**config.mk**
```make
export PLATFORM = sky130hd
export DESIGN_NAME = pipelined_ripple_adder
export DESIGN_NICKNAME = d
export VERILOG_FILES = /design/src/rtl/pipelined_ripple_adder.sv
export SDC_FILE = /design/constraint.sdc
export NUM_CORES = 1
export LEC_CHECK = 0
export CORE_UTILIZATION = 55
export CTS_CLUSTER_SIZE = 12
export DETAILED_ROUTE_END_ITERATION = 10
export PLACE_DENSITY = 0.88
export SYNTH_ARGS = -nofsm -noshare
export SYNTH_HDL_FRONTEND = slang
export SYNTH_SLANG_ARGS = --single-unit
export TNS_END_PERCENT = 30
```
**constraint.sdc**
```tcl
create_clock -name clk -period 4 [get_ports clk]
set_clock_uncertainty 0.15 [all_clocks]
set_input_delay 0.8 -clock clk [delete_from_list [all_inputs] [get_ports clk]]
set_output_delay 0.8 -clock clk [all_outputs]
set_load 0.05 [all_outputs]
```
**src/rtl/pipelined_ripple_adder.sv**
```systemverilog
// pipelined_ripple_adder: WIDTH-bit add split into STAGES carry-chained chunks with valid/ready flow control.
module pipelined_ripple_adder #(
  parameter int WIDTH  = 8,
  parameter int STAGES = 4
) (
  input  logic             clk,
  input  logic             rst,
  input  logic             in_valid,
  output logic             in_ready,
  input  logic [WIDTH-1:0] a,
  input  logic [WIDTH-1:0] b,
  input  logic             cin,
  output logic             out_valid,
  input  logic             out_ready,
  output logic [WIDTH-1:0] sum,
  output logic             cout,
  output logic             ovf
);
  localparam int C = WIDTH / (STAGES < 1 ? 1 : STAGES);

  if (STAGES < 1 || WIDTH % (STAGES < 1 ? 1 : STAGES) != 0) begin : g_bad_cfg
    $error("pipelined_ripple_adder: WIDTH must be a positive multiple of STAGES");
  end

  logic w_rdy [STAGES+1];
  logic r_ovf;

  assign w_rdy[STAGES] = out_ready;
  assign in_ready      = w_rdy[0];

  for (genvar k = 0; k < STAGES; k++) begin : st
    // unsummed chunks k..STAGES-1 arrive aligned at bit 0
    localparam int UW = WIDTH - k * C;
    logic [UW-1:0]        w_a, w_b;
    logic                 w_v, w_ci, w_ld, r_vld, r_c;
    logic [C:0]           w_ch;
    logic [(k+1)*C-1:0]   w_s, r_s;
    if (k == 0) begin : g_in
      assign w_a  = a;
      assign w_b  = b;
      assign w_v  = in_valid;
      assign w_ci = cin;
      assign w_s  = w_ch[C-1:0];
    end else begin : g_in
      assign w_a  = st[k-1].g_up.r_a;
      assign w_b  = st[k-1].g_up.r_b;
      assign w_v  = st[k-1].r_vld;
      assign w_ci = st[k-1].r_c;
      assign w_s  = {w_ch[C-1:0], st[k-1].r_s};
    end
    assign w_ch     = {1'b0, w_a[C-1:0]} + {1'b0, w_b[C-1:0]} + {{C{1'b0}}, w_ci};
    assign w_rdy[k] = !r_vld || w_rdy[k+1];
    assign w_ld     = w_rdy[k] && w_v;
    always_ff @(posedge clk or negedge rst)
      if (!rst) r_vld <= 1'b0;
      else if (w_rdy[k]) r_vld <= w_v;
    // data only moves with a real operation so a drained output holds its last value
    always_ff @(posedge clk or negedge rst)
      if (!rst) begin
        r_c <= 1'b0;
        r_s <= '0;
      end else if (w_ld) begin
        r_c <= w_ch[C];
        r_s <= w_s;
      end
    if (k < STAGES - 1) begin : g_up
      logic [UW-C-1:0] r_a, r_b;
      always_ff @(posedge clk or negedge rst)
        if (!rst) begin
          r_a <= '0;
          r_b <= '0;
        end else if (w_ld) begin
          r_a <= w_a[UW-1:C];
          r_b <= w_b[UW-1:C];
        end
    end
  end

  // carry into the MSB is a^b^sum at that bit; xor with carry out gives overflow
  always_ff @(posedge clk or negedge rst)
    if (!rst) r_ovf <= 1'b0;
    else if (st[STAGES-1].w_ld)
      r_ovf <= st[STAGES-1].w_a[C-1] ^ st[STAGES-1].w_b[C-1] ^ st[STAGES-1].w_ch[C-1] ^ st[STAGES-1].w_ch[C];

  assign out_valid = st[STAGES-1].r_vld;
  assign sum       = st[STAGES-1].r_s;
  assign cout      = st[STAGES-1].r_c;
  assign ovf       = r_ovf;
endmodule

```
==> results_dict.tcl, run 1 <==
set metrics [dict create \
    instances_no_fill 249 \
    area_growth_pct 20.4 \
    drive_above_1_share_pct 24.1 \
    rsz0062_at_grt "no" \
    cp-start-kind "input pin" \
    die_w_um 67.0 \
    cts_root_buf "clkbuf_8" \
    final.fill_count 267 \
    syn_inst 162 \
    hold_viol_final 0 \
    remaining_drc_errors 0 \
    final_cell_mix "53 x dfrtp_1, 31 x clkdlybuf4s50_1, 29 x inv_1" \
    cts_buffers 5 \
    min_to "st[2].g_up.r_b[1]" \
    synthSimpleGateAreaFrac_pct 2.91 \
    tightest_slew_ps 1090 \
    dr.first_iter.drc_count 55 \
    yosys_register_bits 53 \
    r2r_cells 6 \
    met1_length_um 1440 \
    port_buffers 32 \
    post_cts_buffers 0 \
    whs_ps 357 \
    rows 23 \
    synth_xor_area_share_pct 0.754 \
    p_per_area_mw_per_mm2 717 \
    final_common_cell "dfrtp_1" \
    via_count 1270 \
    tns_ps 0 \
    synth_compound_area_share_pct 3.45 \
    fmax_mhz 285 \
    dieHeight_um 67.0 \
    synthDistinctLibCells 20 \
    wl_met2_um 2120 \
    dp_hpwl_um 2770 \
    via_per_inst 5.10 \
    drv_slew 0 \
    clk_latency_ps 310 \
    synthMuxAreaShare_pct 22.0 \
    core-area_sq_mm 0.00403 \
    post-route-period-util_pct 87.9 \
    grt_usage_pct 19.7 \
    stdcell_area_sq_mm 0.00280 \
    outcome "completed" \
    path_class "input pin to primary output" \
    crit_path_max_fanout 5 \
    routed_wirelength_um 3750 \
    synth_fa_ha_area_share_pct 7.44 \
    wl_per_cell_um 15.1 \
    arrival_ps 2560 \
    clk_pin_slew_ps 90 \
    placed_cell_area_sq_mm 0.00266 \
    numClockSinks 53 \
    hold_buffers 0 \
    layout_min_cycle_time_ps 3510 \
    avgSynthCellArea_sq_um 14.3 \
    max_cap_viol_count 0 \
    cp-end-kind "primary output" \
    cts_tree "built" \
    nNetsFinal 228 \
    dp_cells 241 \
    diodes 0 \
    ant_nets 0 \
    crit_required_ps 3050 \
    worstReg2RegStart "st[2].r_c" \
    ctsResizeCount 0 \
    slowest_stage "clkdlybuf4s50_1" \
    grt_pass1_vias 1363 \
    ir_drop_mv 0.313 \
    worstReg2RegEnd "ovf" \
    path_cells "clkdlybuf4s50_1 -> nand4b_4 -> or2_2 -> clkdlybuf4s50_1" \
    whs_path_depth 1 \
    seq_area_frac_synth_pct 57.1 \
    gp_congestion 0.711 \
    initial_core_util_pct 57.6 \
    num_io_pins 33 \
    grt_pass1_wl_um 6190 \
    syn_area_sq_mm 0.00232 \
    antenna_found_initial 0 \
    top_layer "met4" \
    die-area_sq_mm 0.00449 \
    p_leak_nw 1.32 \
    synth_fp_nets 192 \
    wl_met3_um 135 \
    crit_top_cell "clkdlybuf4s50_1" \
    yosysWarnings 0 \
    slew-limit-headroom_pct 27.1 \
    dr.pass1.iters 4 \
    p_total_w 0.00201 \
    r2r_slack_ps 1870 \
    hp-start "st[1].g_up.r_b[3]" \
    gr-total-overflow 0 \
    setup-violations-final 0 \
    min_path_type "flop to flop" \
    critical-path-max-stage-delay_ps 710 \
    synth_top_family_by_area "multiplexers" \
    htree_levels 2 \
    grt_max_degree 54 \
    cts_max_path_buffers 2 \
]
==> cell usage after synthesis <==
cell type | instances | area (sq um)
dfrtp_1 | 53 | 1330
inv_1 | 29 | 109
mux2_2 | 28 | 315
o21ai_0 | 11 | 55.1
mux2i_1 | 9 | 90.1
fa_1 | 8 | 160
mux2_4 | 7 | 105
nand2_1 | 3 | 11.3
nand2b_1 | 2 | 12.5
xnor2_1 | 2 | 17.5
buf_12 | 1 | 20.0
buf_4 | 1 | 7.51
buf_6 | 1 | 11.3
ha_1 | 1 | 12.5
nand3b_1 | 1 | 7.51
nand4b_4 | 1 | 23.8
nor2b_1 | 1 | 6.26
o21ai_2 | 1 | 8.76
o21ai_4 | 1 | 16.3
or2_2 | 1 | 6.26
==> metrics by stage <==
stage               utilization, %  setup WS [ps]
CTS                           69.4            481
detailed placement            66.1            503
global placement              66.1            528
floorplan                        -           1630
global route                  69.4            435
finish                        69.4            486
==> critical path: cells and delay by family <==
kind	cells	cell delay (ps)
buf+inv	2	1200
simple gates	2	560
==> worst max path at each step <==
stage / startpoint / to / slack, ps
after floorplan: out_ready / in_ready / 1630
after global placement: out_ready / in_ready / 530
after detailed placement: out_ready / in_ready / 500
after CTS: out_ready / in_ready / 480
after global routing: out_ready / in_ready / 430
final: out_ready / in_ready / 490
==> per-layer routing <==
layer  vias up  global-route usage, %
met3         6                   6.51
met2        21                   35.5
met1       652                   21.2
met5         -                      0
met4         0                   7.18
li1        591                      -
==> flip-flops by register name, summed over array words and instances (netlist names) <==
name and flops:
sum 8, st.r_vld 3, st.r_c 3, st.g_up.r_a 12, st.g_up.r_b 12, cout 1, ovf 1, out_valid 1
st.r_s 12
==> layout make-up <==
type	instances	area [sq um]	share of cell area, %
Multi-Input combinational cell	77	848	30.3
Timing Repair Buffer	32	315	11.3
Tap cell	50	62.6	2.24
Inverter	29	109	3.89
Sequential cell	53	1330	47.4
Clock inverter	3	65.1	2.33
Clock buffer	5	68.8	2.46
==> power breakdown <==
part	total, W	switching (W)	internal [W]	leakage, nW
logic	0.000768	0.000420	0.000349	0.636
registers	0.000816	0.0000977	0.000718	0.615
clock network	0.000421	0.000172	0.000248	0.0681
==> logic make-up (layout without fill, tap and decap cells) <==
logic type      Yosys count  in the layout
flops                    53             53
compound gates           13             13
mux                      44             44
xor+xnor                  2              2
buf+inv                  32             69
simple gates              9              9
fa+ha+maj                 9              9
Power figures use the tool's default switching activity.
==> inputs of run 2 (changes only) <==
Settings changed: CAP_MARGIN set to 20, CTS_CLUSTER_DIAMETER set to 80, PLACE_DENSITY 0.88 to 0.92.
==> results_dict.tcl, run 2 (synthesized netlist as in run 1, its figures left out) <==
set metrics [dict create \
    multiInputGateArea_sq_um 848 \
    placed_cell_area_sq_mm 0.00266 \
    met1_length_um 1370 \
    dr.pass1.iters 4 \
    cp_num_buf_inv 2 \
    critPathTopFamily "buffers and inverters" \
    cts_buffers 5 \
    post-route-period-util_pct 87.4 \
    grt_pass1_wl_um 5930 \
    die_w_um 67.0 \
    crit_top_cell "clkdlybuf4s50_1" \
    area_growth_pct 20.5 \
    routed_wirelength_um 3410 \
    path_class "input pin to primary output" \
    reg_top3 "st.g_up.r_a x12, st.g_up.r_b x12, st.r_s x12" \
    dp_hpwl_um 2430 \
    htree_levels 2 \
    final.fill_count 271 \
    ant_nets 0 \
    fmax_mhz 286 \
    hold_buffers 0 \
    outcome "completed" \
    clk_latency_ps 300 \
    dr.first_iter.drc_count 32 \
    wl_met2_um 1810 \
    gp_congestion 0.705 \
    cts_max_path_buffers 2 \
    core-area_sq_mm 0.00403 \
    num_io_pins 33 \
    grt_pass1_vias 1358 \
    via_count 1268 \
    numClockSinks 53 \
    slew-limit-headroom_pct 56.7 \
    hold_viol_final 0 \
    gr-total-overflow 0 \
    setup-violations-final 0 \
    die-area_sq_mm 0.00449 \
    crit_path_max_fanout 5 \
    top_layer "met4" \
    max_cap_viol_count 0 \
    wl_met3_um 117 \
    ctsResizeCount 0 \
    cp-end-kind "primary output" \
    min_path_type "input pin to async pin" \
    cts_root_buf "clkbuf_8" \
    stdcell_area_sq_mm 0.00280 \
    post_cts_buffers 0 \
    drive_above_1_share_pct 24.0 \
    worstReg2RegStart "st[2].r_c" \
    p_total_w 0.00194 \
    tns_ps 0 \
    r2r_slack_ps 1880 \
    worstReg2RegEnd "ovf" \
    initial_core_util_pct 57.6 \
    via_per_inst 5.07 \
    cts_tree "built" \
    rsz0062_at_grt "no" \
    remaining_drc_errors 0 \
    grt_usage_pct 19.2 \
    layout_min_cycle_time_ps 3490 \
    r2r_cells 6 \
    rows 23 \
    clk_pin_slew_ps 90 \
    ir_drop_mv 0.364 \
    critical-path-max-stage-delay_ps 700 \
    arrival_ps 2540 \
    dieHeight_um 67.0 \
    grt_max_degree 54 \
    tightest_slew_ps 647 \
    diodes 0 \
    cp-start-kind "input pin" \
    drv_slew 0 \
    p_per_area_mw_per_mm2 694 \
    port_buffers 32 \
    final_cell_mix "53 x dfrtp_1, 31 x clkdlybuf4s50_1, 29 x inv_1" \
    p_leak_nw 1.32 \
    slowest_stage "clkdlybuf4s50_1" \
    crit_required_ps 3050 \
    register_area_sq_mm 0.00133 \
    antenna_found_initial 0 \
    wl_per_cell_um 13.6 \
    final_common_cell "dfrtp_1" \
    path_cells "clkdlybuf4s50_1 -> nand4b_4 -> or2_2 -> clkdlybuf4s50_1" \
    nNetsFinal 229 \
    whs_ps 186 \
]
-- run 2: final cells by class --
class	instances	area share (%)
Sequential cell	53	47.4
Multi-Input combinational cell	77	30.3
Timing Repair Buffer	33	12.0
Inverter	29	3.89
Clock buffer	7	3.09
Tap cell	50	2.24
Clock inverter	1	1.07
-- run 2: worst register-to-register path: stages, from the launching register on --
cell and delay, ps:
dfrtp_1 330, inv_1 70, fa_1 440, fa_1 470, xnor2_1 210, xnor2_1 80, mux2_2 250
-- run 2: stage by stage --
step / setup slack [ps] / utilization [%] / instances
floorplan: 1630 / - / 162
global placement: 528 / 66.1 / 241
detailed placement: 506 / 66.1 / 241
CTS: 502 / 68.9 / 249
global route: 441 / 69.4 / 250
finish: 505 / 69.4 / 250
-- run 2: where the power goes --
group / leakage [nW] / internal, W / total, W / switching (W)
Combinational: 0.645 / 0.000350 / 0.000765 / 0.000416
Sequential: 0.615 / 0.000719 / 0.000811 / 0.0000923
Clock: 0.0585 / 0.000204 / 0.000364 / 0.000160
-- run 2: worst max path at each step --
stage	start	endpoint	slack, ps	cells past startpoint
6_report	out_ready	in_ready	510	4
5_1_grt	out_ready	in_ready	440	4
4_1_cts	out_ready	in_ready	500	4
3_5_place_dp	out_ready	in_ready	510	4
3_3_place_gp	out_ready	in_ready	530	4
2_1_floorplan	out_ready	in_ready	1630	2
-- run 2: metal layers --
| layer | GRT usage (%) | up-vias |
|---|---|---|
| met4 | 10.4 | 0 |
| li1 | - | 601 |
| met2 | 32.7 | 22 |
| met3 | 7.88 | 9 |
| met1 | 19.9 | 636 |
| met5 | 0 | - |
